<file path="src/rtl/prog_loader_pkg.sv">
// Shared definitions for the boot-time program loader.
package prog_loader_pkg;

  typedef enum logic [1:0] {
    ST_IDLE  = 2'd0,
    ST_LOAD  = 2'd1,
    ST_FLUSH = 2'd2,
    ST_RUN   = 2'd3
  } state_e;

  localparam int WORD_W     = 32;
  localparam int DEF_ADDR_W = 8;

endpackage

</file>
<file path="src/rtl/prog_loader_hold_timer.sv">
// Loadable 4-bit down-counter; term flags the last cycle of the flush window.
module hold_timer
  import prog_loader_pkg::*;
(
  input  logic       clk,
  input  logic       clear,
  input  logic       load,
  input  logic [3:0] load_val,
  output logic       term
);

  logic [3:0] cnt_q, cnt_d;

  // Next count: load has priority, then count down and rest at zero.
  always_comb begin
    cnt_d = cnt_q;
    if (load) begin
      cnt_d = load_val;
    end else if (cnt_q != 4'd0) begin
      cnt_d = cnt_q - 4'd1;
    end else begin
      cnt_d = 4'd0;
    end
  end

  // Counter register.
  always_ff @(posedge clk) begin
    if (clear) begin
      cnt_q <= 4'd0;
    end else begin
      cnt_q <= cnt_d;
    end
  end

  assign term = (cnt_q == 4'd1);

endmodule

</file>
<file path="src/rtl/register.sv">
// Generic enable register with synchronous clear, shared with the data path.
module register #(
  parameter int           W       = 1,
  parameter logic [W-1:0] RST_VAL = '0
) (
  input  logic         clk,
  input  logic         clear,
  input  logic         en,
  input  logic [W-1:0] d,
  output logic [W-1:0] q
);

  // Storage element: clear wins, otherwise load when enabled.
  always_ff @(posedge clk) begin
    if (clear) begin
      q <= RST_VAL;
    end else if (en) begin
      q <= d;
    end
  end

endmodule

</file>
<file path="src/rtl/prog_loader.sv">
// Streams instruction words into imem, holds the CPU in reset while loading
// and for HOLD_CYC cycles after, and keeps an additive image checksum.
module prog_loader
  import prog_loader_pkg::*;
#(
  parameter int ADDR_W   = DEF_ADDR_W,
  parameter int HOLD_CYC = 4
) (
  input  logic              clk,
  input  logic              clear,
  input  logic              start,
  input  logic [ADDR_W:0]   len,
  input  logic              in_valid,
  input  logic [WORD_W-1:0] in_data,
  output logic              in_ready,
  output logic              imem_we,
  output logic [ADDR_W-1:0] imem_addr,
  output logic [WORD_W-1:0] imem_wdata,
  output logic              cpu_clear,
  output logic              busy,
  output logic              done,
  output logic              err,
  output logic [WORD_W-1:0] checksum
);

  localparam logic [ADDR_W:0] DEPTH_L  = {1'b1, {ADDR_W{1'b0}}};
  localparam logic [ADDR_W:0] CNT_ONE  = {{ADDR_W{1'b0}}, 1'b1};
  localparam logic [3:0]      HOLD_VAL = 4'(HOLD_CYC);

  state_e                    state_q, state_d;
  logic [ADDR_W:0]           cnt_q, cnt_d, len_q, len_d, cnt_inc;
  logic [WORD_W-1:0]         sum_q, sum_d;
  logic                      err_q, err_d;
  logic                      xfer, len_ok, hold_load, hold_term;
  logic [ADDR_W+WORD_W-1:0]  wr_q;

  assign in_ready  = (state_q == ST_LOAD);
  assign busy      = (state_q == ST_LOAD) || (state_q == ST_FLUSH);
  assign done      = (state_q == ST_RUN);
  assign cpu_clear = (state_q != ST_RUN);
  assign err       = err_q;
  assign checksum  = sum_q;

  assign xfer    = in_valid & in_ready;
  assign len_ok  = (len != {(ADDR_W+1){1'b0}}) && (len <= DEPTH_L);
  // cnt is one bit wider than the address so len==DEPTH compares without wrap.
  assign cnt_inc = cnt_q + CNT_ONE;

  // Next-state and datapath update for the load sequencer.
  always_comb begin
    state_d   = state_q;
    cnt_d     = cnt_q;
    len_d     = len_q;
    sum_d     = sum_q;
    err_d     = err_q;
    hold_load = 1'b0;
    case (state_q)
      ST_IDLE, ST_RUN: begin
        if (start && len_ok) begin
          state_d = ST_LOAD;
          len_d   = len;
          cnt_d   = {(ADDR_W+1){1'b0}};
          sum_d   = {WORD_W{1'b0}};
          err_d   = 1'b0;
        end else if (start) begin
          err_d = 1'b1;
        end else begin
          err_d = err_q;
        end
      end
      ST_LOAD: begin
        if (xfer) begin
          sum_d = sum_q + in_data;
          cnt_d = cnt_inc;
          if (cnt_inc == len_q) begin
            state_d   = ST_FLUSH;
            hold_load = 1'b1;
          end else begin
            state_d = ST_LOAD;
          end
        end else begin
          state_d = ST_LOAD;
        end
      end
      ST_FLUSH: begin
        if (hold_term) begin
          state_d = ST_RUN;
        end else begin
          state_d = ST_FLUSH;
        end
      end
      default: begin
        state_d = ST_IDLE;
      end
    endcase
  end

  // Sequencer state registers.
  always_ff @(posedge clk) begin
    if (clear) begin
      state_q <= ST_IDLE;
      cnt_q   <= {(ADDR_W+1){1'b0}};
      len_q   <= {(ADDR_W+1){1'b0}};
      sum_q   <= {WORD_W{1'b0}};
      err_q   <= 1'b0;
    end else begin
      state_q <= state_d;
      cnt_q   <= cnt_d;
      len_q   <= len_d;
      sum_q   <= sum_d;
      err_q   <= err_d;
    end
  end

  hold_timer u_hold (
    .clk      (clk),
    .clear    (clear),
    .load     (hold_load),
    .load_val (HOLD_VAL),
    .term     (hold_term)
  );

  register #(.W(1)) u_we_reg (
    .clk   (clk),
    .clear (clear),
    .en    (1'b1),
    .d     (xfer),
    .q     (imem_we)
  );

  register #(.W(ADDR_W + WORD_W)) u_wr_reg (
    .clk   (clk),
    .clear (clear),
    .en    (xfer),
    .d     ({cnt_q[ADDR_W-1:0], in_data}),
    .q     (wr_q)
  );

  assign imem_addr  = wr_q[ADDR_W+WORD_W-1:WORD_W];
  assign imem_wdata = wr_q[WORD_W-1:0];

endmodule

</file>
<file path="config.mk">
export PLATFORM = sky130hd
export DESIGN_NAME = prog_loader
export DESIGN_NICKNAME = d
export VERILOG_FILES = /design/src/rtl/prog_loader_pkg.sv /design/src/rtl/prog_loader_hold_timer.sv /design/src/rtl/register.sv /design/src/rtl/prog_loader.sv
export SDC_FILE = /design/constraint.sdc
export NUM_CORES = 1
export LEC_CHECK = 0
export CAP_MARGIN = 20
export CORE_ASPECT_RATIO = 0.5
export CORE_MARGIN = 4
export CORE_UTILIZATION = 30
export DETAILED_ROUTE_END_ITERATION = 7
export MAX_ROUTING_LAYER = met4
export PLACE_DENSITY = 0.66
export RECOVER_POWER = 100
export SLEW_MARGIN = 25
export SYNTH_ARGS = -nofsm -noshare
export SYNTH_HDL_FRONTEND = slang
export SYNTH_SLANG_ARGS = --single-unit
</file>
<file path="constraint.sdc">
create_clock -name clk -period 2.7 [get_ports clk]
set_input_delay 0.54 -clock clk [delete_from_list [all_inputs] [get_ports clk]]
set_output_delay 0.54 -clock clk [all_outputs]
set_load 0.005 [all_outputs]
</file>
==> flow_summary_export.csv, run 1 <==
group,metric,value,unit
timing,setup-violations-final,0,
die,start_util,31.36,%
power,finalPower,3856,µW
place,io_buffers,122,
die,die_height,104.4,µm
clock_network,cts_tree,"built",
synth,syn_avg_cell_area,8.059,µm²
grt,antenna_found_initial,0,
power,power_frac_comb,22.2,%
place,dp.cells,1099,
grt,grt_first_pass_wirelength,28520,µm
finish,drive_gt1_share,20.25,%
power,power_frac_seq,40.9,%
route,ant_nets,0,
grt,grt_overflow_total,0,
clock_network,clockRootBuffer,"clkbuf_16",
synth,syn-num-nets,775,
timing,report.final.slew_viol_count,0,
run,maxCapViolations,0,
power,power_per_cell_area,467.3,mW/mm²
synth,syn_area,0.005577,mm²
timing,rsz0062_at_grt,"yes",
worst_setup_path,crit_path_max_fanout,3,
timing,maxClockFrequency,374.8,MHz
place,gp_congestion,0.9005,
timing,tightest_slew,942.1,ps
clock_network,cts_buffer_depth,2,
synth,ys_async_sr_fraction,0,%
clock_network,htreeDepth,3,
die,io-pin-count,123,
die,die_x,200.8,µm
finish,instances_no_fill,1123,
synth,ys_seq_elements,98,
die,die-area,0.02097,mm²
clock_network,clk_latency,350,ps
outcome,status,"finished, final reports clean",
grt,grt_pass1_vias,5629,
clock_network,cts_sinks,98,
clock_network,cts_hold_buf,0,
finish,finalNetCount,967,
route,wl,17720,µm
worst_setup_path,cp-end-kind,"flip-flop",
grt,grtUsageTotal,16.72,%
worst_setup_path,slowest_delay,380,ps
finish,mostFrequentLayoutCells,"113 x nand2_1, 96 x dfxtp_1, 85 x a21oi_1, 85 x buf_4, 73 x dlygate4sd3_1",
worst_setup_path,path_class,"input pin to flip-flop",
worst_setup_path,cp_cell_sequence,"dlygate4sd2_1 -> ha_4 -> o211ai_2 -> o211ai_2 -> a21oi_2 -> o32ai_2 -> or3_4 -> o211ai_2 -> mux2i_1 -> a21oi_1 -> mux2_4",
synth,yosysSeqAreaShare,35.18,%
route,drtIter0Drc,371,
power,leakagePower,0.003510,µW
route,dr.pass1.iters,5,
finish,seq_area,0.001967,mm²
timing,tns,0,ps
synth,yosysWarnings,0,
clock_network,cts_made_buffers,9,
worst_setup_path,worst_path_dominant_cell_family,"compound AO/OA/AOI/OAI gates",
worst_setup_path,cpMostUsedCell,"o211ai_2",
route,drcViolationCount,0,
power,swShare,28.20,%
place,dp_hpwl,13210,µm
power,intPower,2769,µW
worst_setup_path,start_kind,"input pin",
synth,synthCells,692,
route,vias,5638,
synth,synth_edf_count,0,
timing,hold_viol,0,
power,p_sw,1087,µW
timing,fin_crit_sh,98.81,%
die,num_rows,34,
worst_setup_path,path_buf_inv,1,
worst_setup_path,crit_slowest_cell,"or3_4",
finish,antenna_cells,0,
worst_hold_path,hp-class,"flip-flop to flip-flop",
timing,skew,7.636,ps
finish,fin_util,46.41,%
finish,multi_input_area,0.003670,mm²
worst_setup_path,cp.required,2940,ps
timing,relSlewSlack,37.20,%
power,ir_worst_vdd,0.2957,mV
clock_network,path_clk_slew,70,ps
finish,syn_to_final_growth,47.99,%
route,avgViaCountPerCell,5.020,
grt,grt_max_degree,60,
timing,fin_crit,2668,ps
die,coreArea,0.01778,mm²
finish,fillers,1706,
worst_setup_path,arrival,2900,ps
route,wl_per_cell,15.78,µm
finish,final_common_cell,"nand2_1",
synth,yosysUniqueCellTypes,67,
power,p_clk_share,37.0,%
synth,yosys_most_used_dff,"dfxtp_1",
kinds of logic (layout without fill, tap and decap cells):
family                     Yosys count  count (layout)  share of synthesized area, %
and+or+nand+nor                    242             242                         19.59
AOI/OAI and AO/OA                  200             200                         23.13
adders and majority gates           38              38                         8.660
buffers and inverters               60             257                         4.599
xor gates and xnor gates            42              42                         6.596
muxes                               12              12                         2.244
DFF                                 98              98                         35.18
state kept, by name, summed over array words and instances (netlist names):
name / cells
checksum: 32
u_we_reg.q: 1
state_q: 2
u_wr_reg.q: 40
len_q: 9
u_hold.cnt_q: 4
err: 1
cnt_q: 9
routing by layer:
layer | share of wire (%) | vias to the layer above | wire (µm) | track usage (%)
li1 | - | 2788 | - | -
met1 | 46 | 2671 | 8082 | 20.83
met2 | 47 | 144 | 8269 | 26.93
met3 | 5.3 | 35 | 939 | 3.956
met4 | 2.4 | 0 | 428 | 5.496
met5 | 0 | - | 0 | -
power groups by stage:
stage / clock [µW] / sequential [µW] / combinational [µW]
after global placement: 0 / 1610 / 816
final: 1430 / 1580 / 854
after CTS: 1460 / 1580 / 864
after floorplan: 0 / 1600 / 445
after global routing: 1500 / 1590 / 943
after detailed placement: 0 / 1610 / 837
cells in the mapped netlist, drive strengths merged, types with 12 or more instances:
cell    count  share of area [%]
o21ai      40                3.9
dfxtp      98                 35
inv        22                1.5
nand2     114                7.7
nor2       58                3.9
nand3      15                1.3
xnor2      23                3.6
xor2       19                3.0
a21oi      96                9.2
ha         37                8.3
clkbuf     30                2.0
a21o       12                1.6
cell type report:
type / instances / area share (%)
Multi-Input combinational cell: 534 / 44.47
Sequential cell: 98 / 23.83
Timing Repair Buffer: 219 / 23.18
Tap cell: 234 / 3.548
Clock buffer: 10 / 2.896
Clock inverter: 6 / 1.076
Inverter: 22 / 1.001
metrics by stage:
stage / setup WS [ps] / area [µm²] / hold slack, ps
after floorplan: 14.77 / 5577 / 426.1
after global placement: -681.6 / 7605 / 441.8
after detailed placement: -783.1 / 7605 / 446.1
after CTS: 2.966 / 8175 / 455.6
after global routing: -90.02 / 8253 / 471.1
final: 32.07 / 8253 / 451.2
timing repair:
item | in CTS | in global routing
pin swaps | 22 | 18
endpoints found under the hold margin | 0 | 0
resized for setup | 59 | 22
buffers inserted | 2 | 6
endpoints found under the setup margin | 16 | 10
cloned | 0 | 0
worst min-delay path: cells and delay by family (launching register included):
kind	cells	cell delay (ps)
AO/OA/AOI/OAI	1	50
AND/OR/NAND/NOR	1	50
flip-flops	1	310
worst paths after layout:
path,from,end,slack (ps),cells past startpoint
max,in_data[3],checksum[31],30,11
min,u_wr_reg.q[24],u_wr_reg.q[24],450,2
max reg2reg,checksum[0],checksum[31],80,11
min reg2reg,u_wr_reg.q[24],u_wr_reg.q[24],450,2
(Power assumes the default switching activity.)
==> run 2, diff against run 1 <==
- CORE_UTILIZATION: 30 -> 46
- PLACE_DENSITY: 0.66 -> 0.89
==> flow_summary_export.csv, run 2 (synthesis gave the netlist of run 1 again) <==
group,metric,value,unit
outcome,status,"finished, violations left",
outcome,violations,"setup timing",
finish,regMostFlops,"u_wr_reg.q",
timing,tightest_slew,1073,ps
grt,grt_pass1_vias,6045,
timing,setup-violations-final,6,
timing,fin_ws,-81.18,ps
timing,fin_crit,2781,ps
timing,fin_crit_sh,103.0,%
worst_setup_path,crit_slowest_cell,"clkdlybuf4s50_1",
die,io-pin-count,123,
worst_setup_path,slowest_delay,540,ps
worst_hold_path,min-delay-start,"u_wr_reg.q[38]",
worst_setup_path,cp_cell_sequence,"clkdlybuf4s50_1 -> ha_4 -> nand4_1 -> nor2_1 -> o21ai_1 -> o32ai_2 -> or3_4 -> o211ai_2 -> mux2i_1 -> a21oi_1 -> mux2_4",
die,die-area,0.01406,mm²
timing,relSlewSlack,28.45,%
timing,report.final.slew_viol_count,0,
worst_setup_path,cp.required,2940,ps
route,vias,6277,
grt,grt_first_pass_wirelength,30150,µm
route,wl,20800,µm
worst_hold_path,hp-class,"flip-flop to flip-flop",
route,drtIter0Drc,810,
finish,finalNetCount,968,
place,io_buffers,122,
worst_hold_path,hold_end,"u_wr_reg.q[38]",
grt,antenna_found_initial,0,
clock_network,cts_buffer_depth,2,
finish,drive_gt1_share,22.81,%
die,die_x,163.7,µm
worst_setup_path,timing.rr.end,"checksum[31]",
finish,antenna_cells,0,
timing,hold_viol,0,
timing,rsz0062_at_grt,"yes",
worst_setup_path,arrival,3030,ps
power,power_per_cell_area,467.9,mW/mm²
run,maxCapViolations,0,
clock_network,cts_hold_buf,0,
timing,maxClockFrequency,359.6,MHz
worst_setup_path,path_buf_inv,1,
place,dp_slack,-830.0,ps
die,num_rows,28,
route,wl_per_cell,19.71,µm
power,ir_worst_vdd,0.3682,mV
clock_network,cts_sinks,98,
die,start_util,47.09,%
place,gp_congestion,0.9660,
die,die_height,85.86,µm
clock_network,path_clk_slew,70,ps
worst_setup_path,path_class,"input pin to flip-flop",
grt,grt_overflow_total,0,
timing,skew,7.282,ps
route,ant_nets,0,
clock_network,clk_latency,350,ps
grt,grt_max_degree,54,
worst_setup_path,cp-end-kind,"flip-flop",
finish,largest_reg_flops,40,
finish,instances_no_fill,1055,
finish,stdcell_area,0.008248,mm²
worst_setup_path,r2r_start,"checksum[0]",
clock_network,htreeDepth,3,
power,finalPower,3859,µW
clock_network,cts_made_buffers,9,
worst_setup_path,crit_path_max_fanout,2,
finish,final_common_cell,"nand2_1",
die,coreArea,0.01184,mm²
power,leakagePower,0.003426,µW
place,dpl_cell_area,0.007503,mm²
place,dp_hpwl,12880,µm
grt,grtUsageTotal,27.28,%
worst_setup_path,worst_path_dominant_cell_family,"multiplexers",
place,dp.cells,1028,
finish,fin_util,69.65,%
route,drcViolationCount,0,
finish,syn_to_final_growth,47.90,%
worst_setup_path,r2r_cells,11,
finish,mostFrequentLayoutCells,"113 x nand2_1, 96 x dfxtp_1, 95 x buf_4",
clock_network,cts_tree,"built",
route,avgViaCountPerCell,5.950,
clock_network,clockRootBuffer,"clkbuf_16",
worst_setup_path,reg2reg_slack,-50,ps
worst_setup_path,start_kind,"input pin",
finish,fillers,852,
worst_hold_path,whs_path_depth,2,
route,dr.pass1.iters,5,
-- run 2: changes by cell type in the layout (fill, tap and decap cells not counted), moves of 3 or more --
cell             before  now
buf_4                85   95
clkbuf_1              4    0
clkbuf_2              5   10
clkdlybuf4s15_1       1    4
clkdlybuf4s50_1      25   54
dlygate4sd2_1        17    6
dlygate4sd3_1        73   45
ha_1                 17   14
ha_4                 18   21
o21ai_0              33   30
-- run 2: timing repair --
| action | in CTS | in global routing |
|---|---|---|
| setup buffers | 5 | 6 |
| setup endpoints to repair | 18 | 30 |
| gates resized for setup | 65 | 45 |
| pin swaps | 25 | 33 |
-- run 2: where the power goes --
part | internal (µW) | total, µW | switching (µW) | leakage (µW)
sequential | 1520 | 1580 | 62.5 | 0.000795
combinational | 434 | 930 | 496 | 0.00248
clock | 728 | 1340 | 617 | 0.000151
-- run 2: layer usage --
metal	vias up	part of all wire (%)	track usage, %
met2	395	48	46.72
met5	-	0	-
met4	0	4.8	9.513
met3	106	8.0	4.513
li1	2795	-	-
met1	2981	39	32.87
-- run 2: cell type report --
cell class	instances	area [µm²]	area share, %
Clock buffer	9	225.2	2.731
Inverter	22	82.58	1.001
Sequential cell	98	1964	23.82
Clock inverter	7	75.07	0.9102
Multi-Input combinational cell	534	3780	45.83
Timing Repair Buffer	220	1914	23.21
Tap cell	165	206.4	2.503
-- run 2: worst reg2reg max path, stage by stage (launching register included) --
cell and delay (ps):
dfxtp_2 340, ha_4 160, buf_4 140, a211oi_4 250
o211ai_2 130, a21oi_2 240, o32ai_2 110, or3_4 390
o211ai_2 170, mux2i_1 310, a21oi_1 130, mux2_4 280
-- run 2: how the worst max path moves through the flow --
stage,start,endpoint,slack [ps],cells past startpoint
floorplan,in_data[0],checksum[28],10,12
finish,in_data[19],checksum[31],-80,11
CTS,in_data[4],checksum[31],2,11
detailed placement,in_data[0],checksum[16],-830,14
global route,checksum[0],checksum[30],-120,13
global placement,in_data[0],checksum[16],-680,14
-- run 2: metrics by stage --
| step | setup TNS [ps] | hold WS [ps] |
|---|---|---|
| 2_1_floorplan | 0 | 426.1 |
| 3_3_place_gp | -11810 | 438.9 |
| 3_5_place_dp | -14930 | 448.2 |
| 4_1_cts | 0 | 457.9 |
| 5_1_grt | -979.7 | 467.4 |
| 6_report | -243.3 | 452.0 |
==> run 3, diff against run 2 <==
- CORE_MARGIN: 4 -> 2
- CTS_CLUSTER_DIAMETER: default -> 50
==> flow_summary_export.csv, run 3 (synthesis gave the netlist of run 1 again) <==
group,metric,value,unit
outcome,status,"finished, violations left",
outcome,violations,"capacitance limit, slew limit, setup timing",
finish,mostFrequentLayoutCells,"113 x nand2_1, 96 x dfxtp_1, 91 x buf_4",
die,start_util,47.23,%
clock_network,cts_buffer_depth,2,
finish,regMostFlops,"u_wr_reg.q",
timing,tns,-389.0,ps
clock_network,clockRootBuffer,"clkbuf_16",
route,avgViaCountPerCell,5.775,
die,die-area,0.01307,mm²
power,power_per_cell_area,458.3,mW/mm²
worst_setup_path,cp.required,2930,ps
finish,instances_no_fill,1058,
finish,largest_reg_flops,40,
finish,finalNetCount,971,
timing,fin_ws,-145.2,ps
timing,report.final.slew_viol_count,36,
die,num_rows,28,
worst_setup_path,path_buf_inv,4,
power,ir_worst_vdd,0.3287,mV
finish,final_common_cell,"nand2_1",
worst_setup_path,arrival,3080,ps
route,wl,18770,µm
place,dp.cells,1032,
worst_setup_path,start_kind,"flip-flop",
worst_setup_path,cpMostUsedCell,"buf_6",
place,dpl_cell_area,0.007521,mm²
clock_network,htreeDepth,3,
timing,hold_viol,0,
finish,drive_gt1_share,22.40,%
grt,grt_max_degree,41,
clock_network,clk_latency,350,ps
finish,stdcell_area,0.008299,mm²
clock_network,cts_made_buffers,9,
grt,grt_first_pass_wirelength,28520,µm
timing,rsz0062_at_grt,"yes",
route,vias,6110,
route,drcViolationCount,0,
worst_setup_path,crit_slowest_cell,"fa_2",
run,maxCapViolations,1,
timing,fin_crit_sh,105.4,%
route,wl_per_cell,17.74,µm
power,finalPower,3803,µW
worst_hold_path,hp-class,"flip-flop to flip-flop",
grt,grt_pass1_vias,5959,
clock_network,cts_sinks,98,
die,die_x,159.7,µm
finish,antenna_cells,0,
grt,grt_overflow_total,0,
clock_network,cts_tree,"built",
worst_setup_path,crit_path_max_fanout,3,
clock_network,cts_hold_buf,0,
clock_network,path_clk_slew,70,ps
timing,relSlewSlack,-9.457,%
route,drtIter0Drc,448,
grt,grtUsageTotal,27.86,%
worst_setup_path,slowest_delay,380,ps
timing,skew,7.089,ps
finish,fillers,786,
timing,fin_crit,2845,ps
place,gp_congestion,0.9516,
grt,antenna_found_initial,0,
place,io_buffers,122,
power,leakagePower,0.003522,µW
timing,tightest_slew,1642,ps
worst_setup_path,cp-end-kind,"flip-flop",
place,dp_hpwl,12480,µm
worst_setup_path,cp_cell_sequence,"ha_4 -> buf_6 -> inv_4 -> fa_2 -> nor2b_2 -> o21ai_2 -> a21oi_4 -> buf_6 -> buf_6 -> o21ba_4 -> o21ai_4 -> a2111oi_4 -> nor2_1 -> xor2_1 -> o21ai_1",
timing,maxClockFrequency,351.5,MHz
die,io-pin-count,123,
die,die_height,81.86,µm
finish,syn_to_final_growth,48.82,%
worst_setup_path,path_class,"flip-flop to flip-flop",
place,dp_slack,-833.1,ps
route,dr.pass1.iters,5,
route,ant_nets,0,
timing,setup-violations-final,5,
die,coreArea,0.01181,mm²
worst_setup_path,worst_path_dominant_cell_family,"compound AO/OA/AOI/OAI gates",
==> run 3: changes by cell type in the layout (fill, tap and decap cells not counted), moves of 6 or more <==
cell and change:
clkdlybuf4s50_1 -21, dlygate4sd3_1 +21, dlygate4sd2_1 +7, buf_6 +6
==> run 3: worst paths after layout <==
| check | startpoint | end | slack, ps | depth (start not counted) |
|---|---|---|---|---|
| hold reg to reg | u_wr_reg.q[1] | u_wr_reg.q[1] | 450 | 2 |
| setup reg to reg | checksum[0] | checksum[26] | -150 | 15 |
| hold / removal | u_wr_reg.q[1] | u_wr_reg.q[1] | 450 | 2 |
| setup / recovery | checksum[0] | checksum[26] | -150 | 15 |
==> run 3: routing by layer <==
metal	share of wire [%]	vias up	GRT usage (%)
met1	41	2950	32.14
met5	0	-	-
li1	-	2801	-
met4	3.5	0	11.00
met2	49	287	49.09
met3	6.4	72	5.404
==> run 3: worst reg2reg max path, cell delays in order, from the launching register on <==
cell       delay (ps)
dfxtp_2           350
ha_4              140
buf_6              90
inv_4              30
fa_2              380
nor2b_2           150
o21ai_2           100
a21oi_4           260
buf_6             140
buf_6              80
o21ba_4           160
o21ai_4            80
a2111oi_4         350
nor2_1             90
xor2_1            220
o21ai_1           120
==> run 3: stage by stage <==
step	util (%)	hold WS, ps
final	70.29	450.7
after detailed placement	63.70	447.0
after floorplan	-	426.1
after CTS	68.79	456.7
after global placement	63.70	440.3
after global routing	70.29	466.8
==> run 3: area by class of cell <==
class | count | area, µm² | area share [%]
inverter | 22 | 85.08 | 1.025
clock inverter | 7 | 77.57 | 0.9347
sequential | 98 | 1967 | 23.70
clock buffer | 9 | 225.2 | 2.714
tap | 165 | 206.4 | 2.488
multi-input combinational | 534 | 3780 | 45.55
timing repair buffer | 223 | 1958 | 23.59
==> run 3: what timing repair did <==
item,4_1_cts,5_1_grt
resized for setup,63,48
buffers inserted,3,7
endpoints found under the setup margin,17,12
pin swaps,31,30
==> run 3: report_power, final <==
group | switching (µW) | internal [µW] | total [µW]
clock | 590 | 727 | 1320
sequential | 61.7 | 1520 | 1580
combinational | 476 | 428 | 904
total | 1130 | 2680 | 3800
